===== src/rtl/transform_pkg.sv =====
// transform_pkg
// Shared definitions for the object/world transformation stages.
//   COORD_W          : width of the internal two's complement datapath
//   FIXED_ONE        : fixed-point scale of the sin/cos operands (x1000)
//   LATENCY          : accept edge to out_valid, in cycles
//   DIV_ITERS        : quotient bits produced by the iterative divider
//   state_t          : FSM states of the inverse stage
//   div_by_fixed_one : sign-magnitude, truncate-toward-zero divide by FIXED_ONE
package transform_pkg;

  localparam int COORD_W   = 21;
  localparam int FIXED_ONE = 1000;
  localparam int LATENCY   = 73;
  localparam int DIV_ITERS = 21;

  typedef logic [COORD_W-1:0] coord_t;

  typedef enum logic [2:0] {
    IDLE,
    SUB_T,
    ROT_Y,
    ROT_X,
    ROT_Z,
    DIV,
    DONE
  } state_t;

  // Dividing the magnitude and restoring the sign makes the result truncate
  // toward zero (-7070/1000 = -7), unlike an arithmetic shift or floor divide.
  function automatic coord_t div_by_fixed_one(input coord_t a);
    coord_t mag;
    coord_t q;
    mag = a[COORD_W-1] ? coord_t'(-a) : a;
    q   = mag / coord_t'(FIXED_ONE);
    return a[COORD_W-1] ? coord_t'(-q) : q;
  endfunction

endpackage


===== src/rtl/inverse_transformation_if.sv =====
// inverse_transformation_if
// Operand and result bundle of the inverse transformation stage.
//   in_valid/in_ready   : operand handshake (producer -> stage)
//   Xw..Zw, Tx..Tz      : world point and translation, SIZE+1 bits
//   Sx..Sz              : per-axis scale, SIZE+1 bits
//   sinR*/cosR*         : rotation operands, fixed point x1000, 21 bits
//   out_valid/out_ready : result handshake (stage -> consumer)
//   Xo..Zo, div_zero    : object-space point and per-axis zero-scale flags
// Modport master is the producer/consumer side, slave is the stage itself.
interface inverse_transformation_if #(
  parameter int SIZE        = 9,
  parameter int OUTPUT_SIZE = 9
);
  import transform_pkg::*;

  logic                 in_valid;
  logic                 in_ready;
  logic [SIZE:0]        Xw, Yw, Zw;
  logic [SIZE:0]        Tx, Ty, Tz;
  logic [SIZE:0]        Sx, Sy, Sz;
  coord_t               sinRx, cosRx, sinRy, cosRy, sinRz, cosRz;
  logic                 out_valid;
  logic                 out_ready;
  logic [OUTPUT_SIZE:0] Xo, Yo, Zo;
  logic [2:0]           div_zero;

  modport master (
    output in_valid, Xw, Yw, Zw, Tx, Ty, Tz, Sx, Sy, Sz,
           sinRx, cosRx, sinRy, cosRy, sinRz, cosRz, out_ready,
    input  in_ready, out_valid, Xo, Yo, Zo, div_zero
  );

  modport slave (
    input  in_valid, Xw, Yw, Zw, Tx, Ty, Tz, Sx, Sy, Sz,
           sinRx, cosRx, sinRy, cosRy, sinRz, cosRz, out_ready,
    output in_ready, out_valid, Xo, Yo, Zo, div_zero
  );

endinterface


===== src/rtl/signed_divider.sv =====
// signed_divider
// Iterative restoring divider on 21-bit two's complement operands.
//   clk, reset : clock and synchronous active-high reset
//   start      : load dividend/divisor (ignored while busy)
//   dividend   : numerator
//   divisor    : denominator; zero yields quotient 0 and div_zero=1
//   busy       : an operation is in flight
//   done       : one-cycle strobe, quotient/div_zero valid this cycle
//   quotient   : sign-magnitude quotient, truncated toward zero
//   div_zero   : divisor of the current operation was zero
// Timing: start cycle, then 21 cycles; the last of these has done=1.
module signed_divider
  import transform_pkg::*;
(
  input  logic   clk,
  input  logic   reset,
  input  logic   start,
  input  coord_t dividend,
  input  coord_t divisor,
  output logic   busy,
  output logic   done,
  output coord_t quotient,
  output logic   div_zero
);

  coord_t     rem;
  coord_t     quo;
  coord_t     dvs;
  logic       neg;
  logic       zero;
  logic [4:0] cnt;

  logic [COORD_W:0] trial;
  logic             ge;
  coord_t           diff;
  coord_t           rem_next;
  coord_t           quo_next;

  // One restoring step: shift the next dividend bit into the partial
  // remainder and subtract the divisor when it fits. The 21st step is
  // never registered; it feeds the quotient output directly during the
  // done cycle so the caller captures it on that same edge.
  always_comb begin
    trial    = {rem, quo[COORD_W-1]};
    ge       = (trial >= {1'b0, dvs});
    diff     = trial[COORD_W-1:0] - dvs;
    rem_next = ge ? diff : trial[COORD_W-1:0];
    quo_next = {quo[COORD_W-2:0], ge};
  end

  assign done     = busy && (cnt == 5'(DIV_ITERS - 1));
  assign quotient = zero ? '0 : (neg ? coord_t'(-quo_next) : quo_next);
  assign div_zero = zero;

  // Operands are turned into magnitudes at start; the sign is reapplied to
  // the final quotient, which gives truncation toward zero.
  always_ff @(posedge clk) begin
    if (reset) begin
      busy <= 1'b0;
      cnt  <= '0;
      rem  <= '0;
      quo  <= '0;
      dvs  <= '0;
      neg  <= 1'b0;
      zero <= 1'b0;
    end else if (start && !busy) begin
      busy <= 1'b1;
      cnt  <= '0;
      rem  <= '0;
      quo  <= dividend[COORD_W-1] ? coord_t'(-dividend) : dividend;
      dvs  <= divisor[COORD_W-1] ? coord_t'(-divisor) : divisor;
      neg  <= dividend[COORD_W-1] ^ divisor[COORD_W-1];
      zero <= (divisor == '0);
    end else if (busy) begin
      if (done) begin
        busy <= 1'b0;
      end else begin
        rem <= rem_next;
        quo <= quo_next;
        cnt <= cnt + 5'd1;
      end
    end
  end

endmodule


===== src/rtl/inverse_transformation.sv =====
// inverse_transformation
// Maps a world-space point back to object space: subtract translation,
// rotate by -Ry, -Rx, -Rz, then divide each axis by its scale.
//   clk   : clock, all logic on the rising edge
//   reset : synchronous, active-high
//   bus   : inverse_transformation_if.slave (operands, result, handshakes)
// One operation at a time; out_valid rises 73 cycles after the accept edge.
module inverse_transformation
  import transform_pkg::*;
#(
  parameter int SIZE        = 9,
  parameter int OUTPUT_SIZE = 9
) (
  input logic clk,
  input logic reset,
  inverse_transformation_if.slave bus
);

  state_t state;
  state_t state_next;

  coord_t xw_r, yw_r, zw_r;
  coord_t tx_r, ty_r, tz_r;
  coord_t sx_r, sy_r, sz_r;
  coord_t srx, crx, sry, cry, srz, crz;

  coord_t x, y, z;
  coord_t tmp;
  logic   phase;
  logic [1:0] axis;

  logic [OUTPUT_SIZE:0] xo, yo, zo;
  logic [2:0]           dz;

  coord_t rot_p, rot_q, rot_c1, rot_c2;
  coord_t rot_sum;
  coord_t rot_res;

  logic   div_start;
  logic   div_busy;
  logic   div_done;
  logic   div_zf;
  coord_t div_a;
  coord_t div_b;
  coord_t div_q;

  function automatic coord_t sext(input logic [SIZE:0] v);
    return {{(COORD_W-SIZE-1){v[SIZE]}}, v};
  endfunction

  // State register.
  always_ff @(posedge clk) begin
    if (reset) begin
      state <= IDLE;
    end else begin
      state <= state_next;
    end
  end

  // Next state. Each rotation spends two cycles (phase 0 then 1); the
  // division phase ends when the third axis reports done.
  always_comb begin
    state_next = state;
    case (state)
      IDLE:    if (bus.in_valid) state_next = SUB_T;
      SUB_T:   state_next = ROT_Y;
      ROT_Y:   if (phase) state_next = ROT_X;
      ROT_X:   if (phase) state_next = ROT_Z;
      ROT_Z:   if (phase) state_next = DIV;
      DIV:     if (div_done && axis == 2'd2) state_next = DONE;
      DONE:    if (bus.out_ready) state_next = IDLE;
      default: state_next = IDLE;
    endcase
  end

  // Rotation operand select. Phase 0 computes the first coordinate of the
  // pair, phase 1 the second; both read the pre-step values because the
  // phase-0 result waits in tmp until phase 1.
  always_comb begin
    rot_p  = '0;
    rot_q  = '0;
    rot_c1 = '0;
    rot_c2 = '0;
    case (state)
      ROT_Y: begin
        rot_p = x;
        rot_q = z;
        if (!phase) begin
          rot_c1 = cry;
          rot_c2 = coord_t'(-sry);
        end else begin
          rot_c1 = sry;
          rot_c2 = cry;
        end
      end
      ROT_X: begin
        rot_p = y;
        rot_q = z;
        if (!phase) begin
          rot_c1 = crx;
          rot_c2 = srx;
        end else begin
          rot_c1 = coord_t'(-srx);
          rot_c2 = crx;
        end
      end
      ROT_Z: begin
        rot_p = x;
        rot_q = y;
        if (!phase) begin
          rot_c1 = crz;
          rot_c2 = srz;
        end else begin
          rot_c1 = coord_t'(-srz);
          rot_c2 = crz;
        end
      end
      default: ;
    endcase
    rot_sum = (rot_p * rot_c1) + (rot_q * rot_c2);
    rot_res = div_by_fixed_one(rot_sum);
  end

  // Divider feed: one axis at a time, restarted whenever it is idle while
  // in DIV, which gives a fixed 22 cycles per axis.
  always_comb begin
    div_start = (state == DIV) && !div_busy;
    case (axis)
      2'd0:    begin div_a = x; div_b = sx_r; end
      2'd1:    begin div_a = y; div_b = sy_r; end
      default: begin div_a = z; div_b = sz_r; end
    endcase
  end

  signed_divider u_div (
    .clk      (clk),
    .reset    (reset),
    .start    (div_start),
    .dividend (div_a),
    .divisor  (div_b),
    .busy     (div_busy),
    .done     (div_done),
    .quotient (div_q),
    .div_zero (div_zf)
  );

  // Datapath: operand capture, translation, rotations and result capture.
  always_ff @(posedge clk) begin
    if (reset) begin
      xw_r <= '0; yw_r <= '0; zw_r <= '0;
      tx_r <= '0; ty_r <= '0; tz_r <= '0;
      sx_r <= '0; sy_r <= '0; sz_r <= '0;
      srx  <= '0; crx  <= '0; sry  <= '0;
      cry  <= '0; srz  <= '0; crz  <= '0;
      x    <= '0; y    <= '0; z    <= '0;
      tmp  <= '0;
      phase <= 1'b0;
      axis  <= '0;
      xo    <= '0; yo <= '0; zo <= '0;
      dz    <= '0;
    end else begin
      case (state)
        IDLE: begin
          if (bus.in_valid) begin
            xw_r <= sext(bus.Xw); yw_r <= sext(bus.Yw); zw_r <= sext(bus.Zw);
            tx_r <= sext(bus.Tx); ty_r <= sext(bus.Ty); tz_r <= sext(bus.Tz);
            sx_r <= sext(bus.Sx); sy_r <= sext(bus.Sy); sz_r <= sext(bus.Sz);
            srx  <= bus.sinRx; crx <= bus.cosRx;
            sry  <= bus.sinRy; cry <= bus.cosRy;
            srz  <= bus.sinRz; crz <= bus.cosRz;
            phase <= 1'b0;
            axis  <= '0;
            dz    <= '0;
          end
        end
        SUB_T: begin
          x <= xw_r - tx_r;
          y <= yw_r - ty_r;
          z <= zw_r - tz_r;
        end
        ROT_Y, ROT_X, ROT_Z: begin
          if (!phase) begin
            tmp   <= rot_res;
            phase <= 1'b1;
          end else begin
            phase <= 1'b0;
            case (state)
              ROT_Y:   begin x <= tmp; z <= rot_res; end
              ROT_X:   begin y <= tmp; z <= rot_res; end
              default: begin x <= tmp; y <= rot_res; end
            endcase
          end
        end
        DIV: begin
          if (div_done) begin
            case (axis)
              2'd0:    begin xo <= div_q[OUTPUT_SIZE:0]; dz[0] <= div_zf; end
              2'd1:    begin yo <= div_q[OUTPUT_SIZE:0]; dz[1] <= div_zf; end
              default: begin zo <= div_q[OUTPUT_SIZE:0]; dz[2] <= div_zf; end
            endcase
            axis <= (axis == 2'd2) ? 2'd0 : axis + 2'd1;
          end
        end
        default: ;
      endcase
    end
  end

  assign bus.in_ready  = (state == IDLE);
  assign bus.out_valid = (state == DONE);
  assign bus.Xo        = xo;
  assign bus.Yo        = yo;
  assign bus.Zo        = zo;
  assign bus.div_zero  = dz;

endmodule


===== src/flat_wrapper.sv =====
// flat-port wrapper written by rule: the top's interface ports become plain ports
module inverse_transformation_flat import transform_pkg::*;
#(
  parameter int SIZE        = 9,
  parameter int OUTPUT_SIZE = 9
)
  (clk, reset, bus_in_valid, bus_Xw, bus_Yw, bus_Zw, bus_Tx, bus_Ty, bus_Tz, bus_Sx, bus_Sy, bus_Sz, bus_sinRx, bus_cosRx, bus_sinRy, bus_cosRy, bus_sinRz, bus_cosRz, bus_out_ready, bus_in_ready, bus_out_valid, bus_Xo, bus_Yo, bus_Zo, bus_div_zero);
  inverse_transformation_if #(.SIZE(SIZE), .OUTPUT_SIZE(OUTPUT_SIZE)) bus_i ();
  input logic clk;
  input logic reset;
  input wire logic [$bits(bus_i.in_valid)-1:0] bus_in_valid;
  input wire logic [$bits(bus_i.Xw)-1:0] bus_Xw;
  input wire logic [$bits(bus_i.Yw)-1:0] bus_Yw;
  input wire logic [$bits(bus_i.Zw)-1:0] bus_Zw;
  input wire logic [$bits(bus_i.Tx)-1:0] bus_Tx;
  input wire logic [$bits(bus_i.Ty)-1:0] bus_Ty;
  input wire logic [$bits(bus_i.Tz)-1:0] bus_Tz;
  input wire logic [$bits(bus_i.Sx)-1:0] bus_Sx;
  input wire logic [$bits(bus_i.Sy)-1:0] bus_Sy;
  input wire logic [$bits(bus_i.Sz)-1:0] bus_Sz;
  input wire logic [$bits(bus_i.sinRx)-1:0] bus_sinRx;
  input wire logic [$bits(bus_i.cosRx)-1:0] bus_cosRx;
  input wire logic [$bits(bus_i.sinRy)-1:0] bus_sinRy;
  input wire logic [$bits(bus_i.cosRy)-1:0] bus_cosRy;
  input wire logic [$bits(bus_i.sinRz)-1:0] bus_sinRz;
  input wire logic [$bits(bus_i.cosRz)-1:0] bus_cosRz;
  input wire logic [$bits(bus_i.out_ready)-1:0] bus_out_ready;
  output wire logic [$bits(bus_i.in_ready)-1:0] bus_in_ready;
  output wire logic [$bits(bus_i.out_valid)-1:0] bus_out_valid;
  output wire logic [$bits(bus_i.Xo)-1:0] bus_Xo;
  output wire logic [$bits(bus_i.Yo)-1:0] bus_Yo;
  output wire logic [$bits(bus_i.Zo)-1:0] bus_Zo;
  output wire logic [$bits(bus_i.div_zero)-1:0] bus_div_zero;
  assign bus_i.in_valid = bus_in_valid;
  assign bus_i.Xw = bus_Xw;
  assign bus_i.Yw = bus_Yw;
  assign bus_i.Zw = bus_Zw;
  assign bus_i.Tx = bus_Tx;
  assign bus_i.Ty = bus_Ty;
  assign bus_i.Tz = bus_Tz;
  assign bus_i.Sx = bus_Sx;
  assign bus_i.Sy = bus_Sy;
  assign bus_i.Sz = bus_Sz;
  assign bus_i.sinRx = bus_sinRx;
  assign bus_i.cosRx = bus_cosRx;
  assign bus_i.sinRy = bus_sinRy;
  assign bus_i.cosRy = bus_cosRy;
  assign bus_i.sinRz = bus_sinRz;
  assign bus_i.cosRz = bus_cosRz;
  assign bus_i.out_ready = bus_out_ready;
  assign bus_in_ready = bus_i.in_ready;
  assign bus_out_valid = bus_i.out_valid;
  assign bus_Xo = bus_i.Xo;
  assign bus_Yo = bus_i.Yo;
  assign bus_Zo = bus_i.Zo;
  assign bus_div_zero = bus_i.div_zero;
  inverse_transformation #(.SIZE(SIZE), .OUTPUT_SIZE(OUTPUT_SIZE)) u_core (.clk(clk), .reset(reset), .bus(bus_i));
endmodule

===== config.mk =====
export PLATFORM = sky130hd
export DESIGN_NAME = inverse_transformation_flat
export DESIGN_NICKNAME = d
export VERILOG_FILES = /design/src/rtl/transform_pkg.sv /design/src/rtl/inverse_transformation_if.sv /design/src/rtl/signed_divider.sv /design/src/rtl/inverse_transformation.sv /design/src/flat_wrapper.sv
export SDC_FILE = /design/constraint.sdc
export NUM_CORES = 2
export LEC_CHECK = 0
export BUFFER_PORTS_ARGS = -buffer_cell sky130_fd_sc_hd__buf_2
export CAP_MARGIN = 40
export CORE_MARGIN = 3
export CORE_UTILIZATION = 60
export CTS_CLUSTER_SIZE = 24
export DETAILED_ROUTE_END_ITERATION = 10
export PLACE_DENSITY = 0.82
export REMOVE_ABC_BUFFERS = 1
export SYNTH_ARGS = -nofsm -noshare
export SYNTH_HDL_FRONTEND = slang
export SYNTH_SLANG_ARGS = --single-unit

===== constraint.sdc =====
create_clock -name clk -period 24.4 [get_ports clk]
set_input_delay 0 -clock clk [delete_from_list [all_inputs] [get_ports clk]]
set_output_delay 0 -clock clk [all_outputs]
set_load 0.1 [all_outputs]

Word-level counts from Yosys, hierarchy flattened
Index checks and enable logic that the tools add are counted.
{"block": "op_classes", "n_addsub": 15, "n_reduce_logical": 33, "order_cmp": 1, "bitwise_logic": 4, "n_eq_ne": 24, "n_mux": 54, "shifts": 0, "mul": 2, "n_div": 1}
{"operator": "2-to-1 mux 21 bit", "count": 19}
{"operator": "case mux 21 bit (2 select lines)", "count": 8}
{"operator": "negation 21 bit", "count": 7}
{"operator": "case mux 21 bit (3 select lines)", "count": 2}
{"operator": "multiplier 21 x 21 -> 21 bit", "count": 2}
{"operator": "subtractor 10 x 10 -> 11 bit", "count": 3}
{"operator": "2-to-1 mux 3 bit", "count": 8}
{"operator": ">= comparator 22 x 21 -> 1 bit", "count": 1}
{"operator": "adder 21 bit", "count": 1}
{"operator": "divider 21 x 10 -> 21 bit, second input constant", "count": 1}
{"operator": "logical NOT 21 bit", "count": 1}
{"operator": "case mux 3 bit (7 select lines)", "count": 1}
{"operator": "AND reduction 3 bit", "count": 7}
{"operator": "subtractor 21 bit", "count": 1}
{"operator": "2-to-1 mux 10 bit", "count": 2}
{"operator": "!= test 2 bit, second input constant", "count": 9}
{"operator": "!= test 2 x 1 -> 1 bit, second input constant", "count": 6}
{"operator": "AND reduction 4 bit", "count": 3}
{"operator": "negation 10 bit", "count": 1}
{"operator": "AND reduction 2 bit", "count": 5}
{"operator": "equality test 3 bit, second input constant", "count": 3}
{"operator": "2-to-1 mux 1 bit", "count": 8}
{"operator": "nonzero test 2 bit", "count": 4}
{"operator": "OR reduction 2 bit", "count": 4}
{"operator": "other kinds (19)", "count": 27}
{"block": "totals", "ramBits": 0, "output_inout_bits": 35, "input_bits": 220, "latch_bits": 0, "memories": 0, "elab_cells": 169, "register_bits": 410, "rom_bits": 0}

Depth between registers and ports, before layout
{"block": "logic_depth", "word_depth": 13, "depth_mapped": 77, "depth_no_buf": 68}

By module
A second synthesis with hierarchy kept.
{"block": "hier_totals", "cells_unflattened": 5232, "hier_area_um2": 40656.5}
{"mod": "inverse_transformation", "area_each_um2": 35345.1, "cells_each": 4524, "n_inst": 1}
{"mod": "signed_divider", "area_each_um2": 5311.3, "cells_each": 708, "n_inst": 1}

Worst setup path after synthesis
OpenSTA, ideal clock, no wires.
{"block": "synth_timing", "path_kind": "flip-flop to flip-flop", "start": "register u_core.state[0]", "end": "register u_core.y[4]", "period_less_slack_ns": 17.493, "setup_ns": 0.138, "path_stages_with_launch": 68, "path_buffers": 10, "t_arrival_ns": 17.355, "slack_ns": 6.907, "path_cell_list": "dfxtp_1 > buf_2 > and3b_1 > clkbuf_1 > buf_1 > clkbuf_1 > clkbuf_1 > clkbuf_1 > buf_1 > a22oi_1 > nor2_1 > fa_1 > fa_1 > fa_1 > inv_1 > fa_1 > fa_1 > inv_1 > [... 32 more ...] > o31a_4 > o32a_1 > o31ai_4 > maj3_1 > mux2i_4 > a31oi_4 > mux2i_1 > xnor2_1 > nor3_2 > a21oi_1 > mux2_1 > a2bb2oi_1 > ha_1 > nand2_1 > o21ai_0 > xnor2_1 > a222oi_1 > a211oi_1"}
{"block": "synth_via", "elab_chain_len": 13, "word_cells_on_any_way": 26}
{"item": "start: declaration", "line": "inverse_transformation.sv:19", "rtl": "state_t state;"}
{"item": "start signal: assignment", "line": "inverse_transformation.sv:56", "rtl": "state <= state_next;"}
{"item": "equality test 3 bit or equality test 3 x 2 -> 1 bit (tied branches)", "line": "inverse_transformation.sv:84, inverse_transformation.sv:162, inverse_transformation.sv:187"}
{"item": "OR reduction 2 bit (no source line)"}
{"item": "case mux 21 bit (2 select lines)", "line": "inverse_transformation.sv:84", "rtl": "case (state)"}
{"item": "multiplier 21 x 21 -> 21 bit", "line": "inverse_transformation.sv:120", "rtl": "rot_sum = (rot_p * rot_c1) + (rot_q * rot_c2);"}
{"item": "adder 21 bit", "line": "inverse_transformation.sv:120"}
{"item": "negation 21 bit", "line": "transform_pkg.sv:33", "rtl": "mag = a[COORD_W-1] ? coord_t'(-a) : a;"}
{"item": "2-to-1 mux 21 bit", "line": "transform_pkg.sv:33"}
{"item": "divider 21 x 10 -> 21 bit", "line": "transform_pkg.sv:34", "rtl": "q = mag / coord_t'(FIXED_ONE);"}
{"item": "negation 21 bit", "line": "transform_pkg.sv:35", "rtl": "return a[COORD_W-1] ? coord_t'(-q) : q;"}
{"item": "2-to-1 mux 21 bit", "line": "transform_pkg.sv:35"}
{"item": "case mux 21 bit (2 select lines)", "line": "inverse_transformation.sv:187", "rtl": "case (state)"}
{"item": "2-to-1 mux 21 bit", "line": "inverse_transformation.sv:182", "rtl": "if (!phase) begin"}
{"item": "case mux 21 bit (2 select lines)", "line": "inverse_transformation.sv:162", "rtl": "case (state)"}
{"item": "end signal: assignment", "line": "inverse_transformation.sv:178", "rtl": "y <= yw_r - ty_r;"}
{"item": "end signal: assignment", "line": "inverse_transformation.sv:189", "rtl": "ROT_X: begin y <= tmp; z <= rot_res; end"}
{"item": "end signal: assignment", "line": "inverse_transformation.sv:190", "rtl": "default: begin x <= tmp; y <= rot_res; end"}
{"item": "end: declaration", "line": "inverse_transformation.sv:27", "rtl": "coord_t x, y, z;"}
Parallel ways exist; a longest one is shown, timed or not. The select of a mux whose other input is x is not followed.
A chain may end at the register's enable or synchronous reset.

Final worst setup path
{"block": "layout_timing", "start": "register u_core.state[2]", "end": "register u_core.z[14]"}
{"block": "layout_via", "elab_chain_len": 13, "word_cells_on_any_way": 26}
{"item": "equality test 3 bit or equality test 3 x 2 -> 1 bit (tied branches)", "line": "inverse_transformation.sv:84, inverse_transformation.sv:162, inverse_transformation.sv:187"}
{"item": "OR reduction 2 bit (no source line)"}
{"item": "case mux 21 bit (2 select lines)", "line": "inverse_transformation.sv:84"}
{"item": "multiplier 21 x 21 -> 21 bit", "line": "inverse_transformation.sv:120"}
{"item": "adder 21 bit", "line": "inverse_transformation.sv:120"}
{"item": "negation 21 bit", "line": "transform_pkg.sv:33"}
{"item": "2-to-1 mux 21 bit", "line": "transform_pkg.sv:33"}
{"item": "divider 21 x 10 -> 21 bit", "line": "transform_pkg.sv:34"}
{"item": "negation 21 bit", "line": "transform_pkg.sv:35"}
{"item": "2-to-1 mux 21 bit", "line": "transform_pkg.sv:35"}
{"item": "2-to-1 mux 21 bit", "line": "inverse_transformation.sv:187"}
{"item": "2-to-1 mux 21 bit", "line": "inverse_transformation.sv:182"}
{"item": "case mux 21 bit (2 select lines)", "line": "inverse_transformation.sv:162"}
{"item": "end signal: assignment", "line": "inverse_transformation.sv:179", "rtl": "z <= zw_r - tz_r;"}
{"item": "end signal: assignment", "line": "inverse_transformation.sv:188", "rtl": "ROT_Y: begin x <= tmp; z <= rot_res; end"}
{"item": "end signal: assignment", "line": "inverse_transformation.sv:189"}
{"item": "end: declaration", "line": "inverse_transformation.sv:27"}
Parallel ways exist; a longest one is shown, timed or not. The select of a mux whose other input is x is not followed.

==> impl_metrics.py <==
metrics = {
    "drt": {
        "routedWlPerCell_um": 22.76,
        "vias": 39790,
        "ant_nets": 0,
        "dr.pass1.iters": 10,
        "drt_wl_total_um": 143500,
        "drc_errors": 0,
        "drt-vias-per-instance": 6.312,
        "drt_iter0_drc": 5209,
    },
    "floorplanning": {
        "dieArea_sq_um": 69050,
        "die_height_um": 262.8,
        "row_count": 93,
        "die_w_um": 262.8,
        "initial_core_util": 0.6104,
        "core_sq_um": 64810,
        "pin_count": 255,
    },
    "synthesis": {
        "netlist_area_sq_um": 39560,
        "ys_ff_latch": 406,
        "yosys.cell_types.count": 117,
        "synth-edff-count": 0,
        "postSynth.asyncResetShare": 0,
        "avgSynthCellArea_sq_um": 7.876,
        "yosysSeqAreaShare": 0.2055,
        "synth_top_area_frac": 0.2055,
        "synthTopCellsByArea": "dfxtp_1, fa_1, nand2_1",
        "synth_warnings": 0,
        "postSynthCellCount": 5023,
        "synth.largest_area_cell": "dfxtp_1",
        "synth_flop_cell": "dfxtp_1",
    },
    "worst_setup_path": {
        "worstSetupPathType": "flop to flop",
        "cp.required_ps": 24800,
        "end_kind": "flop",
        "critical_path.max_stage_delay_ps": 1000,
        "worst-endpoint-arrival_ps": 21220,
        "worst_setup_path_start_kind": "flop",
        "crit_path_max_fanout": 43,
        "startpoint": "u_core.state[2]$_SDFFE_PP0P_",
        "r2r_cells": 60,
        "slowest_stage": "dfxtp_1",
        "cp_common_cell": "fa_1",
        "r2r-start": "u_core.state[2]$_SDFFE_PP0P_",
    },
    "placement": {
        "port_buffers": 254,
        "gp_congestion": 1.043,
        "dpl.hpwl_um": 100700,
    },
    "grt": {
        "grt_start_max_net_pins": 186,
        "grt_overflow_total": 0,
        "gr-usage-all-layers": 0.4036,
        "grt_pass1_wl_um": 221300,
        "antenna_found_initial": 3,
        "grt_pass1_vias": 39180,
    },
    "power_and_ir_drop": {
        "peakVddDrop_uv": 77.48,
        "power_density_nw_per_um2": 76.67,
        "leakagePower_nw": 20.14,
    },
    "clock_tree": {
        "clock_path_buffers": 3,
        "clk_transition_reported_paths_ps": 60,
        "cts.sink_count": 406,
        "htreeDepth": 2,
        "cts_made_buffers": 41,
        "cts.repair.resized": 0,
        "hold_buffers": 298,
        "root_buffer": "clkbuf_16",
        "cts_setup_buffers": 0,
        "cts_tree": "yes",
        "clock_latency_ps": 590,
    },
    "sta": {
        "hold_violations": 0,
        "slew-limit-headroom": 0.1683,
        "whs_ps": 31.69,
        "rsz0062_at_grt": "false",
        "fmax_mhz": 48.04,
        "tightestPinTransition_ps": 1248,
        "maxSlewViolCount": 0,
        "layout_worst_path_cycle_share": 0.8530,
        "setup_viol": 0,
        "min_period_ps": 20810,
        "setup_tns_ps": 0,
        "finClkSkew_ps": 37.07,
    },
    "layout": {
        "num_antenna_cells": 0,
        "multi_input_area_sq_um": 28240,
        "finish.utilization": 0.7073,
        "final_cell_mix": "nand2_1, inv_1, nor2_1, dfxtp_1, a21oi_1",
        "layout-drive-gt1-share": 0.09415,
        "area_delta_synth_final_pct": 15.88,
        "final_common_cell": "nand2_1",
        "finalNetCount": 6191,
        "fillers": 4779,
        "regArea_sq_um": 8135,
    },
    "hold_path": {
        "hold_depth": 7,
        "hold_path_class": "input port to flop",
        "holdCritStartpoint": "bus_in_valid",
    },
    "run_status": {
        "status": "finished clean",
    },
    "run": {
        "maxCapViolations": 0,
    },
}
## state kept, by name, indices dropped and copies added, names as in the netlist, 20 cells and up
signal	flops
u_core.sry	21
u_core.u_div.rem	21
u_core.cry	21
u_core.x	20
u_core.u_div.dvs	21
u_core.u_div.quo	21
u_core.srz	21
u_core.crz	21
u_core.z	20
u_core.crx	21
u_core.srx	21
u_core.y	20
u_core.tmp	20
## layout make-up
class | count | area share
Multi-Input combinational cell | 3807 | 0.6161
Sequential cell | 406 | 0.1775
Timing Repair Buffer | 639 | 0.1089
Inverter | 523 | 0.04283
Clock buffer | 53 | 0.02536
Tap cell | 855 | 0.02334
Clock inverter | 21 | 0.006059
## per-layer routing
| metal | track usage | up-vias | share of wire |
|---|---|---|---|
| met5 | 0 | - | 0.000091 |
| met4 | 0.2119 | 2 | 0.065 |
| met3 | 0.1040 | 703 | 0.12 |
| met2 | 0.6341 | 2697 | 0.44 |
| met1 | 0.5128 | 18870 | 0.37 |
| li1 | - | 17520 | - |
## where the power goes
part / switching, mW / internal [mW] / total [mW]
Clock: 0.295 / 0.394 / 0.688
Combinational: 1.30 / 0.665 / 1.96
Sequential: 0.119 / 0.746 / 0.866
Total: 1.71 / 1.81 / 3.51
## path summary, 6_finish.rpt
kind              slack (ps)                                  end
hold / removal            30         u_core.state[0]$_SDFFE_PP0P_
hold reg to reg          460  u_core.bus.div_zero[0]$_SDFFE_PP0P_
setup reg to reg        3590            u_core.z[14]$_SDFFE_PP0P_
setup / recovery        3590            u_core.z[14]$_SDFFE_PP0P_
## synth_stat cells (27+ instances only)
cell	n
dfxtp_1	406
nor4_1	28
o31ai_1	30
xnor2_1	166
nor3_1	97
a22oi_1	44
a21oi_1	397
nor2_1	454
o21a_1	27
a311oi_1	42
a21o_1	82
a211oi_1	64
buf_1	27
ha_1	206
clkbuf_1	217
xor2_1	75
o21ai_0	122
nand3_1	46
a22o_1	36
inv_1	522
nand2_1	921
fa_1	347
and2_1	44
nand2b_1	38
mux2i_1	115
## critical path, delay by kind of cell (launching register included)
family          cells  cell delay (ps)
simple gates       13             4080
mux                 5             1360
xor+xnor            4             1300
compound gates     21             7050
fa+ha+maj          11             5060
flops               1             1000
buf+inv             6              710
## stage by stage
stage | area, sq um | setup slack, ps | power, mW | std cells
after detailed placement | 41400 | 4138 | 2.675 | 5930
after global placement | 41200 | 4271 | 2.639 | 5911
after floorplan | 38280 | 2550 | 2.122 | 4736
after global routing | 45840 | 2455 | 3.683 | 6304
after CTS | 45830 | 4081 | 3.407 | 6302
final | 45840 | 3586 | 3.514 | 6304
## logic make-up after synthesis
family / Yosys count / share of synthesized area
simple gates: 1810 / 0.1991
compound gates: 1045 / 0.1741
buf+inv: 810 / 0.08198
fa+ha+maj: 556 / 0.2415
flops: 406 / 0.2055
xor+xnor: 255 / 0.06095
mux: 141 / 0.03688
Note: power is estimated with default switching activity, not from simulation.
